==> config.mk <==
export PLATFORM = sky130hd
export DESIGN_NAME = switch_led_debounce
export DESIGN_NICKNAME = d
export VERILOG_FILES = /design/src/rtl/switch_led_debounce.sv
export SDC_FILE = /design/constraint.sdc
export NUM_CORES = 1
export LEC_CHECK = 0
export BUFFER_PORTS_ARGS = -buffer_cell sky130_fd_sc_hd__buf_2
export CAP_MARGIN = 20
export CORE_MARGIN = 3
export CORE_UTILIZATION = 60
export CTS_CLUSTER_DIAMETER = 120
export DETAILED_ROUTE_END_ITERATION = 8
export PLACE_DENSITY = 0.78
export SYNTH_ARGS = -nofsm -noshare
export SYNTH_HDL_FRONTEND = slang
export SYNTH_SLANG_ARGS = --single-unit
==> constraint.sdc <==
create_clock -name clk -period 5.1 [get_ports clk]
set_input_delay 1.02 -clock clk [delete_from_list [all_inputs] [get_ports clk]]
set_output_delay 1.02 -clock clk [all_outputs]
set_load 0.05 [all_outputs]
==> src/rtl/switch_led_debounce.sv <==
// Per-channel switch synchroniser, debouncer and LED driver with follow/toggle modes.
// Optional blink gating on masked channels is built when SWITCH_LED_BLINK_EN is defined.
module switch_led_debounce #(
  parameter int                NUM_CH          = 4,
  parameter int                DEBOUNCE_CYCLES = 120000,
  parameter int                BLINK_DIV       = 3000000,
  parameter logic [NUM_CH-1:0] BLINK_MASK      = {NUM_CH{1'b0}}
) (
  input  logic              clk,
  input  logic              rst,
  input  logic [NUM_CH-1:0] switch,
  input  logic              mode,
  output logic [NUM_CH-1:0] led,
  output logic [NUM_CH-1:0] sw_state,
  output logic [NUM_CH-1:0] sw_rise
);

  localparam int CW = (DEBOUNCE_CYCLES > 0) ? $clog2(DEBOUNCE_CYCLES + 1) : 1;
  localparam logic [CW-1:0] CNT_LAST = CW'(DEBOUNCE_CYCLES - 1);

  logic [NUM_CH-1:0] sync1_q;
  logic [NUM_CH-1:0] sync2_q;
  logic [NUM_CH-1:0] state_q;
  logic [NUM_CH-1:0] state_d;
  logic [NUM_CH-1:0] rise_q;
  logic [NUM_CH-1:0] rise_d;
  logic [NUM_CH-1:0] led_q;
  logic [NUM_CH-1:0] led_d;
  logic [CW-1:0]     cnt_q [NUM_CH];
  logic [CW-1:0]     cnt_d [NUM_CH];

  // Two-flop synchroniser; only sync2_q feeds the debouncer.
  always_ff @(posedge clk or posedge rst) begin
    if (rst) begin
      sync1_q <= '0;
      sync2_q <= '0;
    end else begin
      sync1_q <= switch;
      sync2_q <= sync1_q;
    end
  end

  // Debounce: count consecutive mismatches, accept on the last one, any match restarts.
  always_comb begin
    state_d = state_q;
    rise_d  = '0;
    for (int i = 0; i < NUM_CH; i++) begin
      cnt_d[i] = '0;
      if (sync2_q[i] == state_q[i]) begin
        cnt_d[i] = '0;
      end else if (cnt_q[i] == CNT_LAST) begin
        state_d[i] = sync2_q[i];
        rise_d[i]  = sync2_q[i];
        cnt_d[i]   = '0;
      end else begin
        cnt_d[i] = cnt_q[i] + CW'(1);
      end
    end
  end

  // LED follows the debounced level, or flips on each registered press in toggle mode.
  always_comb begin
    led_d = led_q;
    if (mode) begin
      led_d = led_q ^ rise_q;
    end else begin
      led_d = state_q;
    end
  end

  // Debounce counters, debounced level, press pulse and LED register.
  always_ff @(posedge clk or posedge rst) begin
    if (rst) begin
      cnt_q   <= '{default: '0};
      state_q <= '0;
      rise_q  <= '0;
      led_q   <= '0;
    end else begin
      cnt_q   <= cnt_d;
      state_q <= state_d;
      rise_q  <= rise_d;
      led_q   <= led_d;
    end
  end

  assign sw_state = state_q;
  assign sw_rise  = rise_q;

`ifdef SWITCH_LED_BLINK_EN
  localparam int BW = (BLINK_DIV > 1) ? $clog2(BLINK_DIV) : 1;
  localparam logic [BW-1:0] BLINK_LAST = BW'(BLINK_DIV - 1);

  logic [BW-1:0] blink_cnt_q;
  logic [BW-1:0] blink_cnt_d;
  logic          phase_q;
  logic          phase_d;

  // Free-running blink divider; phase flips on every wrap.
  always_comb begin
    blink_cnt_d = blink_cnt_q + BW'(1);
    phase_d     = phase_q;
    if (blink_cnt_q == BLINK_LAST) begin
      blink_cnt_d = '0;
      phase_d     = ~phase_q;
    end else begin
      phase_d     = phase_q;
    end
  end

  // Blink divider state; phase starts high out of reset.
  always_ff @(posedge clk or posedge rst) begin
    if (rst) begin
      blink_cnt_q <= '0;
      phase_q     <= 1'b1;
    end else begin
      blink_cnt_q <= blink_cnt_d;
      phase_q     <= phase_d;
    end
  end

  for (genvar g = 0; g < NUM_CH; g++) begin : g_led
    if (BLINK_MASK[g]) begin : g_masked
      logic out_q;
      // Masked channels are gated by phase through one extra register.
      always_ff @(posedge clk or posedge rst) begin
        if (rst) begin
          out_q <= 1'b0;
        end else begin
          out_q <= led_q[g] & phase_q;
        end
      end
      assign led[g] = out_q;
    end else begin : g_plain
      assign led[g] = led_q[g];
    end
  end
`else
  logic unused_blink_s;
  assign unused_blink_s = (^BLINK_MASK) ^ (BLINK_DIV != 0);
  assign led = led_q;
`endif

endmodule
Yosys cells after proc, flatten, opt, wreduce, memory -nomap -nowiden:

Cells that the tools add are included.

* add/sub/neg operators: 4
* multiply operators: 0
* div/mod/pow operators: 0
* magnitude comparators: 0
* eq/ne operators: 8
* shifts and indexed selects: 0
* mux-type cells: 17
* bitwise gates (word level): 5
* reductions and logical operators: 4

Operator list (number)
* 17-bit 2-to-1 mux: 8
* 17-bit by 1-bit adder with 17-bit output, second input constant: 4
* 17-bit equality test, second input constant: 4
* 1-bit 2-to-1 mux: 8
* 2-bit AND reduction: 4
* 1-bit equality test: 4
* 4-bit 2-to-1 mux: 1
* 1-bit inverter: 4
* 4-bit XOR: 1

* bits in registers: 88
* bits in latches: 0
* RAM bits: 0
* memory bits (read-only): 0
* input bits: 7
* memories: 0

Depth between registers and ports, before layout:

Gate-level depths: netlist of the first run.

* depth after elaboration: 3
* mapped depth: 7
* depth with buffers taken out: 5

Worst setup path after synthesis of the first run:

OpenSTA, ideal clock, no wires.

* path type: reg-to-reg
* start: register cnt_q[17] in the netlist's numbering
* end: register cnt_q[25] in the netlist's numbering
* library setup time: 119 ps
* data arrival time: 1727 ps
* required time: 4981 ps
* setup slack: 3254 ps
* cell stages (with the launch flop): 8
* buffers on the path: 2
* clock period less this slack: 1846 ps
* cells stage by stage: dfrtp_1 ha_1 nand3_2 or2_2 clkbuf_1 o31ai_4 buf_4 nor2_1

RTL lines
* from (decl): line 29 `logic [CW-1:0] cnt_q [NUM_CH];`
* from (signal assigned): line 79 `cnt_q <= cnt_d;`

Worst setup path in the final report of the first run:

* start: register state_q[2] (netlist: sw_state[2])
* end: output port sw_state[2]

RTL lines
* from (decl): line 23 `logic [NUM_CH-1:0] state_q;`
* from (signal assigned): line 80 `state_q <= state_d;`
* to (decl): line 14 `output logic [NUM_CH-1:0] sw_state,`

No word-level cell between the ends.

==> impl_metrics.ini, run 1 <==
[placement]
io_buffers = 18
hpwlAfterDp_mm = 4.80
place_inst = 481
gp_congestion = 0.830

[clocking]
cts_buffer_depth = 2
htreeDepth = 3
path_clk_slew_ns = 0.08
postCtsSetupBuffers = 0
cts_root_buf = clkbuf_8
cts_tree = built
cts_num_sinks = 88
cts-resized-gates = 0
clk_latency_ns = 0.34
cts_hold_buffers = 0
cts_buffers = 9

[synthesis]
ys_async_sr_fraction_pct = 100
syn-instance-count = 397
syn_nets = 408
synth_top_cell_area_share_pct = 53.6
synthTopCellsByArea = dfrtp_1, xnor2_1, nor2_1
synth_cell_type_count = 42
seq_area_frac_synth_pct = 53.6
avgSynthCellArea_um2 = 10.3
synth-seq-cells = 88
synth_ff_type = dfrtp_1
synthTopCellsByCount = dfrtp_1, nor2_1, xnor2_1
ys_warn_count = 0
yosysTopAreaCell = dfrtp_1
synth-edff-count = 0
synth_most_common_cell = dfrtp_1
synth_area_um2 = 4110

[power_and_ir_drop]
p_total_w = 0.00124
p_leak_nw = 1.85
power_density_nw_per_um2 = 279
vdd.ir_drop.worst_mv = 0.227

[timing]
min_period_ns = 2.14
slew-limit-headroom_pct = 49.9
setup_viol_count_final = 0
tns_ns = 0
final.period_utilization_pct = 41.9
fmax_mhz = 468
worst_pin_slew_ns = 0.751
rsz0062_at_grt = false
worst_hold_slack_ns = 0.354
final_hold_viol_count = 0
drv_slew = 0
fin_worst_skew_ns = 0.00543

[global_route]
grt-ovfl-total = 0
grt_pass1_vias = 2808
grt_max_degree = 48
grt_use_total_pct = 20.4
antenna_found_initial = 0
grt_pass1_wl_mm = 12.6

[cells_and_area]
area_growth_pct = 7.77
multiInputGateArea_um2 = 1800
fillCellCount = 496
instances_no_fill = 495
fin_util_pct = 68.1
nets = 426
diodes = 0
regArea_um2 = 2200
drive_gt1_share_pct = 11.0

[hold_path]
worst_hold_path_type = flip-flop to flip-flop

[run_status]
outcome = finished clean

[critical_path]
start_kind = flip-flop
worstSetupPathType = flip-flop to output pin
slowest_delay_ns = 0.47
path_max_fanout = 5
critPathTopFamily = flip-flops
worst_path_max_delay_cell = dfrtp_1
path_buf_inv = 1
r2r_slack_ns = 3.07
cp.arrival_ns = 1.12
cp-end-kind = output pin
cp_data_required_time_ns = 4.08
path_cells = buf_2

[floorplan]
io_pins = 19
dieHeight_um = 88.7
die-area_um2 = 7870
rows = 29
die_w_um = 88.7
core_um2 = 6490
start_util_pct = 63.2

[flow_run]
cap_violations = 0

[detailed_routing]
wl_mm = 7.05
wl_per_cell_um = 14.2
drt_iter0_markers = 96
viasPerCell = 5.73
dr.pass1.iters = 4
vias = 2838
drc = 0
antenna_left = 0
[registers in the layout, summed over array words and instances, names as in the netlist]
| name | count |
|---|---|
| cnt_q | 68 |
| led | 4 |
| sw_rise | 4 |
| sw_state | 4 |
| sync1_q | 4 |
| sync2_q | 4 |
[worst paths after layout]
path / to / depth (start not counted) / start
worst max-delay path: sw_state[2] / 1 / sw_state[2]
worst min-delay path: sync2_q[1] / 0 / sync1_q[1]
worst max register to register: cnt_q[22] / 5 / cnt_q[17]
worst min register to register: sync2_q[1] / 0 / sync1_q[1]
max in group asynchronous: cnt_q[55] / 3 / rst
min in group asynchronous: cnt_q[39] / 2 / rst
[final cells by class]
class                      count  area share, %
sequential                    88           49.8
timing repair buffer          19           2.21
clock buffer                   9           2.80
inverter                      12           1.05
multi-input combinational    285           40.7
clock inverter                 5           1.30
tap                           77           2.18
[logic make-up (layout without fill, tap and decap cells)]
group                    Yosys count  count (layout)  share of synthesized area, %
AO/OA/AOI/OAI                     16              16                          2.62
buffers and inverters             24              45                          2.50
AND/OR/NAND/NOR                  198             198                          25.5
XOR/XNOR                          64              64                          13.7
multiplexers                       3               3                         0.823
adder cells (fa/ha/maj)            4               4                          1.22
flip-flops                        88              88                          53.6
[per-stage QoR]
step / area (µm²) / worst slack, ns
finish: 4420 / 2.96
global route: 4420 / 2.90
CTS: 4420 / 2.95
detailed placement: 4240 / 2.89
global placement: 4240 / 2.91
floorplan: 4110 / 1.80
[metal layers]
layer | part of all wire, % | GRT usage (%) | wire length, µm | vias to the layer above
li1 | - | - | - | 1399
met1 | 48 | 27.7 | 3360 | 1387
met2 | 47 | 31.0 | 3340 | 50
met3 | 4.3 | 5.77 | 303 | 2
met4 | 0.57 | 8.38 | 40 | 0
met5 | 0 | 0 | 0 | -
[power by group]
group	switching [W]	total, W	leakage, nW	internal, W
clock	0.000232	0.000454	0.0953	0.000222
sequential	0.0000126	0.000723	1.20	0.000710
combinational	0.0000425	0.0000587	0.556	0.0000162
[cells in the final DEF (no fill, tap or decap), types with 10 or more instances in the layout]
cell type / count
buf_2: 18
dfrtp_1: 88
inv_1: 11
nand2_1: 16
nand3_1: 23
nand4_1: 23
nor2_1: 74
nor3_1: 10
nor4_1: 17
xnor2_1: 43
xor2_1: 21
Power figures use the tool's default switching activity.
==> run 2: changes to the inputs <==
--- a/config.mk
+++ b/config.mk
@@ -5,6 +5,7 @@
 export SDC_FILE = /design/constraint.sdc
 export NUM_CORES = 1
 export LEC_CHECK = 0
+export ABC_AREA = 1
 export BUFFER_PORTS_ARGS = -buffer_cell sky130_fd_sc_hd__buf_2
 export CAP_MARGIN = 20
 export CORE_MARGIN = 3
==> constraint.sdc (replaced) <==
create_clock -name clk -period 2.05 [get_ports clk]
set_input_delay 0.41 -clock clk [delete_from_list [all_inputs] [get_ports clk]]
set_output_delay 0.41 -clock clk [all_outputs]
set_load 0.05 [all_outputs]
==> impl_metrics.ini, run 2 <==
[synthesis]
synth-seq-cells = 88
seq_area_frac_synth_pct = 50.0
avgSynthCellArea_um2 = 8.32
synth_most_common_cell = nor2_1
ys_warn_count = 0
ys_async_sr_fraction_pct = 100
syn-instance-count = 529
synthTopCellsByCount = nor2_1, nand2_1, dfrtp_1
synth_cell_type_count = 26
synth_area_um2 = 4400
synthTopCellsByArea = dfrtp_1, nor2_1, nand2_1
synth_top_cell_area_share_pct = 50.0
yosysTopAreaCell = dfrtp_1
synth_ff_type = dfrtp_1
syn_nets = 540
synth-edff-count = 0

[power_and_ir_drop]
power_density_nw_per_um2 = 663
p_sw_w = 0.000711
swShare_pct = 22.1
p_leak_nw = 2.07
p_total_w = 0.00322
pwr-share-seq_pct = 55.4
p_int_w = 0.00251
pwr-share-clk_pct = 41.0
power_frac_comb_pct = 3.6
vdd.ir_drop.worst_mv = 0.586

[floorplan]
die_w_um = 91.6
core_um2 = 6940
dieHeight_um = 91.6
die-area_um2 = 8400
rows = 30
start_util_pct = 63.4
io_pins = 19

[clocking]
cts_num_sinks = 88
cts_root_buf = clkbuf_8
cts-resized-gates = 0
cts_buffer_depth = 2
clk_latency_ns = 0.36
postCtsSetupBuffers = 0
cts_hold_buffers = 0
cts_tree = built
htreeDepth = 3
cts_buffers = 9
path_clk_slew_ns = 0.09

[critical_path]
cp.arrival_ns = 1.15
path_cells = buf_2
path_max_fanout = 5
r2r-start = cnt_q[0]
r2r-end = cnt_q[10]
slowest_delay_ns = 0.48
cp_data_required_time_ns = 1.64
path_buf_inv = 1
reg2reg_depth = 6
worstSetupPathType = flip-flop to output pin
critPathTopFamily = flip-flops
cp-end-kind = output pin
worst_path_max_delay_cell = dfrtp_1
r2r_slack_ns = 0.54
start_kind = flip-flop

[timing]
setup_viol_count_final = 0
drv_slew = 0
fmax_mhz = 643
rsz0062_at_grt = false
tns_ns = 0
worst_pin_slew_ns = 0.549
final_hold_viol_count = 0
min_period_ns = 1.56
final.period_utilization_pct = 75.9
slew-limit-headroom_pct = 63.3
fin_worst_skew_ns = 0.0122

[cells_and_area]
largest_register_ffs = 68
fillCellCount = 538
layout_commonest_cell = nor2_1
diodes = 0
largest-register = cnt_q
drive_gt1_share_pct = 10.9
layout_common_cells = nor2_1, nand2_1, dfrtp_1
nets = 569
area_growth_pct = 10.3

[hold_path]
worst_hold_path_type = input port to async pin

[detailed_routing]
wl_met3_um = 336
antenna_left = 0
vias = 3459
dr_wl_met2_mm = 4.06
wl_per_cell_um = 13.0
dr.pass1.iters = 4
viasPerCell = 5.26
drc = 0
wl_met1_mm = 3.92
wl_mm = 8.53
drt_iter0_markers = 122
highest_layer = met4

[global_route]
antenna_found_initial = 0
grt_pass1_wl_mm = 14.8
grt_max_degree = 36
grt_pass1_vias = 3332
grt-ovfl-total = 0
grt_use_total_pct = 21.7

[flow_run]
cap_violations = 0

[placement]
io_buffers = 18
gp_congestion = 0.907
hpwlAfterDp_mm = 6.29

[run_status]
outcome = finished clean
==> run 2: cell types whose count changed in the layout (fill, tap and decap cells not counted), moves of 13 or more <==
cell / before / now
nand2_1: 16 / 109
nor2_1: 74 / 118
inv_1: 11 / 45
xnor2_1: 43 / 13
nor4_1: 17 / 0
nand4_1: 23 / 10
==> run 2: kinds of logic (layout without fill, tap and decap cells) <==
logic type | count (synthesis) | in the layout | share of synthesized area, %
buffers and inverters | 50 | 83 | 4.52
xor gates and xnor gates | 45 | 45 | 8.96
adders and majority gates | 4 | 4 | 1.14
AOI/OAI and AO/OA | 22 | 22 | 2.79
DFF | 88 | 88 | 50.0
and+or+nand+nor | 320 | 320 | 32.6
==> run 2: layout make-up <==
class	instances	area [µm²]	area share [%]
clock inverter	5	81.3	1.68
sequential	88	2200	45.4
inverter	48	184	3.79
multi-input combinational	391	2000	41.2
tap	96	120	2.47
clock buffer	10	138	2.84
timing repair buffer	20	130	2.68
==> run 2: how the worst max path moves through the flow <==
stage	start	endpoint	slack [ns]	depth (start not counted)
2_1_floorplan	rst	cnt_q[0]	0.62	1
3_3_place_gp	cnt_q[0]	cnt_q[12]	0.60	6
3_5_place_dp	cnt_q[34]	cnt_q[41]	0.53	7
4_1_cts	sw_state[2]	sw_state[2]	0.48	1
5_1_grt	cnt_q[0]	cnt_q[12]	0.38	6
6_report	sw_state[3]	sw_state[3]	0.49	1
==> run 2: layer usage <==
| layer | track usage, % | up-vias |
|---|---|---|
| li1 | - | 1722 |
| met2 | 35.2 | 79 |
| met5 | 0 | - |
| met1 | 28.5 | 1640 |
| met4 | 9.30 | 0 |
| met3 | 3.94 | 18 |
==> run 2: metrics by stage <==
stage,worst slack (ns),hold WS (ns),utilization [%],cell area [µm²],cells
after floorplan,0.618,0.331,-,4400,529
after global placement,0.599,0.332,66.8,4640,643
after detailed placement,0.534,0.341,66.8,4640,643
after CTS,0.475,0.0999,69.9,4850,658
after global routing,0.378,0.122,69.9,4850,658
final,0.494,0.103,69.9,4850,658
==> run 2: power by group through the flow <==
stage	clock network, W	logic [W]	registers [W]
floorplan	0	0.0000817	0.00181
global placement	0	0.000117	0.00181
detailed placement	0	0.000120	0.00182
CTS	0.00135	0.000120	0.00178
global route	0.00142	0.000135	0.00179
finish	0.00132	0.000116	0.00178
==> run 3: changes to the inputs <==
--- a/config.mk
+++ b/config.mk
@@ -5,14 +5,14 @@
 export SDC_FILE = /design/constraint.sdc
 export NUM_CORES = 1
 export LEC_CHECK = 0
-export ABC_AREA = 1
+export ABC_AREA = 0
 export BUFFER_PORTS_ARGS = -buffer_cell sky130_fd_sc_hd__buf_2
 export CAP_MARGIN = 20
 export CORE_MARGIN = 3
-export CORE_UTILIZATION = 60
+export CORE_UTILIZATION = 55
 export CTS_CLUSTER_DIAMETER = 120
 export DETAILED_ROUTE_END_ITERATION = 8
-export PLACE_DENSITY = 0.78
+export PLACE_DENSITY = 0.75
 export SYNTH_ARGS = -nofsm -noshare
 export SYNTH_HDL_FRONTEND = slang
 export SYNTH_SLANG_ARGS = --single-unit
==> constraint.sdc (replaced) <==
create_clock -name clk -period 1.3 [get_ports clk]
set_input_delay 0.26 -clock clk [delete_from_list [all_inputs] [get_ports clk]]
set_output_delay 0.26 -clock clk [all_outputs]
set_load 0.05 [all_outputs]
==> impl_metrics.ini, run 3 (synthesized netlist as in run 1, its figures left out) <==
[run_status]
outcome = complete, but fails checks
violations = negative setup slack

[cells_and_area]
area_growth_pct = 49.2
fillCellCount = 297
diodes = 0
largest_register_ffs = 68
design_area_um2 = 6120
instances_no_fill = 650
multiInputGateArea_um2 = 2290
layout_common_cells = buf_4, dfrtp_1, xnor2_1
regArea_um2 = 2210
layout_commonest_cell = buf_4
fin_util_pct = 87.2
drive_gt1_share_pct = 47.1
largest-register = cnt_q
nets = 561

[detailed_routing]
wl_mm = 13.1
wl_per_cell_um = 20.1
dr.pass1.iters = 5
vias = 3853
drt_iter0_markers = 186
viasPerCell = 5.93
antenna_left = 0
drc = 0

[clocking]
cts_root_buf = clkbuf_8
path_clk_slew_ns = 0.09
cts_tree = built
cts_buffer_depth = 2
htreeDepth = 3
cts_num_sinks = 88
clk_latency_ns = 0.36
cts_buffers = 9

[critical_path]
worst_path_max_delay_cell = dfrtp_1
path_cells = nor4bb_1, nand4_1, buf_6, o31ai_4, buf_12, nor2_1
r2r_slack_ns = -0.52
path_max_fanout = 17
cp-end-kind = flip-flop
reg2reg_depth = 6
cp.arrival_ns = 2.05
slowest_delay_ns = 0.40
r2r-start = cnt_q[23]
path_buf_inv = 2
cp_data_required_time_ns = 1.53
critPathTopFamily = simple AND/OR/NAND/NOR gates
r2r-end = cnt_q[24]
worstSetupPathType = flip-flop to flip-flop
start_kind = flip-flop

[hold_path]
worstHoldEndpoint = led[0]
hold_start = mode
worst_hold_path_type = input port to flip-flop
hold_depth = 2

[global_route]
grt_pass1_wl_mm = 18.1
grt_use_total_pct = 26.8
grt-ovfl-total = 0
grt_pass1_vias = 3892
antenna_found_initial = 0
grt_max_degree = 49

[floorplan]
dieHeight_um = 92.4
start_util_pct = 58.5
die-area_um2 = 8540
die_w_um = 92.4
core_um2 = 7020
io_pins = 19
rows = 30

[power_and_ir_drop]
power_frac_comb_pct = 9.9
pwr-share-clk_pct = 33.6
swShare_pct = 25.6
power_density_nw_per_um2 = 820
pwr-share-seq_pct = 56.5
p_sw_w = 0.00128
p_leak_nw = 2.59
vdd.ir_drop.worst_mv = 0.807
p_int_w = 0.00374

[timing]
rsz0062_at_grt = true
slew-limit-headroom_pct = 61.2
worst_hold_slack_ns = 0.260
worst_pin_slew_ns = 0.577
min_period_ns = 1.82
final.period_utilization_pct = 140
fin_worst_skew_ns = 0.00779
fmax_mhz = 551
fin_ws_ns = -0.515
setup_viol_count_final = 75
final_hold_viol_count = 0
tns_ns = -22.77
drv_slew = 0

[placement]
gp_congestion = 0.871
postPlaceCellArea_um2 = 5130
place_inst = 598
hpwlAfterDp_mm = 6.45
io_buffers = 18

[flow_run]
cap_violations = 0
run 3: changes by cell type in the layout (fill, tap and decap cells not counted), moves of 13 or more:
| cell | before | now |
|---|---|---|
| nor2_2 | 6 | 28 |
| nand4_1 | 10 | 23 |
| xor2_1 | 32 | 18 |
| buf_6 | 0 | 15 |
| nor2_1 | 118 | 35 |
| xnor2_1 | 13 | 42 |
| inv_1 | 45 | 11 |
| buf_4 | 0 | 113 |
| nand2_1 | 109 | 13 |
run 3: stage by stage:
step,worst slack (ns),total power (W)
2_1_floorplan,-0.412,0.00309
3_3_place_gp,-0.276,0.00321
3_5_place_dp,-0.314,0.00323
4_1_cts,-0.360,0.00496
5_1_grt,-0.596,0.00520
6_report,-0.515,0.00502
run 3: worst max-delay path by stage:
stage          startpoint   endpoint  slack, ns  cells past startpoint
2_1_floorplan   cnt_q[34]  cnt_q[50]      -0.41                      6
3_3_place_gp    cnt_q[36]  cnt_q[50]      -0.28                      4
3_5_place_dp    cnt_q[36]  cnt_q[50]      -0.31                      4
4_1_cts         cnt_q[35]  cnt_q[50]      -0.36                      5
5_1_grt         cnt_q[25]  cnt_q[24]      -0.60                      6
6_report        cnt_q[23]  cnt_q[24]      -0.52                      6
run 3: area by class of cell:
type / instances / share of cell area, %
multi-input combinational: 285 / 37.5
clock buffer: 12 / 2.37
inverter: 12 / 0.797
timing repair buffer: 154 / 21.1
tap: 96 / 1.96
sequential: 88 / 36.0
clock inverter: 3 / 0.306
run 3: repair_timing:
item / CTS / global route
hold buffers: 4 / 1
cloned: 3 / 0
endpoints found under the hold margin: 54 / 1
gates resized for setup: 81 / 57
pin swaps: 27 / 17
buffers inserted: 22 / 8
endpoints found under the setup margin: 82 / 83
run 3: layer usage:
layer	global-route usage (%)	part of all wire [%]
met1	30.0	38
met2	48.5	52
met3	6.66	5.1
met4	10.8	4.9
met5	0	0
run 3: power groups by stage:
stage	registers (W)	logic, W	clock network (W)
6_report	0.00284	0.000494	0.00169
3_3_place_gp	0.00288	0.000329	0
3_5_place_dp	0.00289	0.000342	0
5_1_grt	0.00284	0.000533	0.00183
4_1_cts	0.00283	0.000436	0.00169
2_1_floorplan	0.00292	0.000179	0
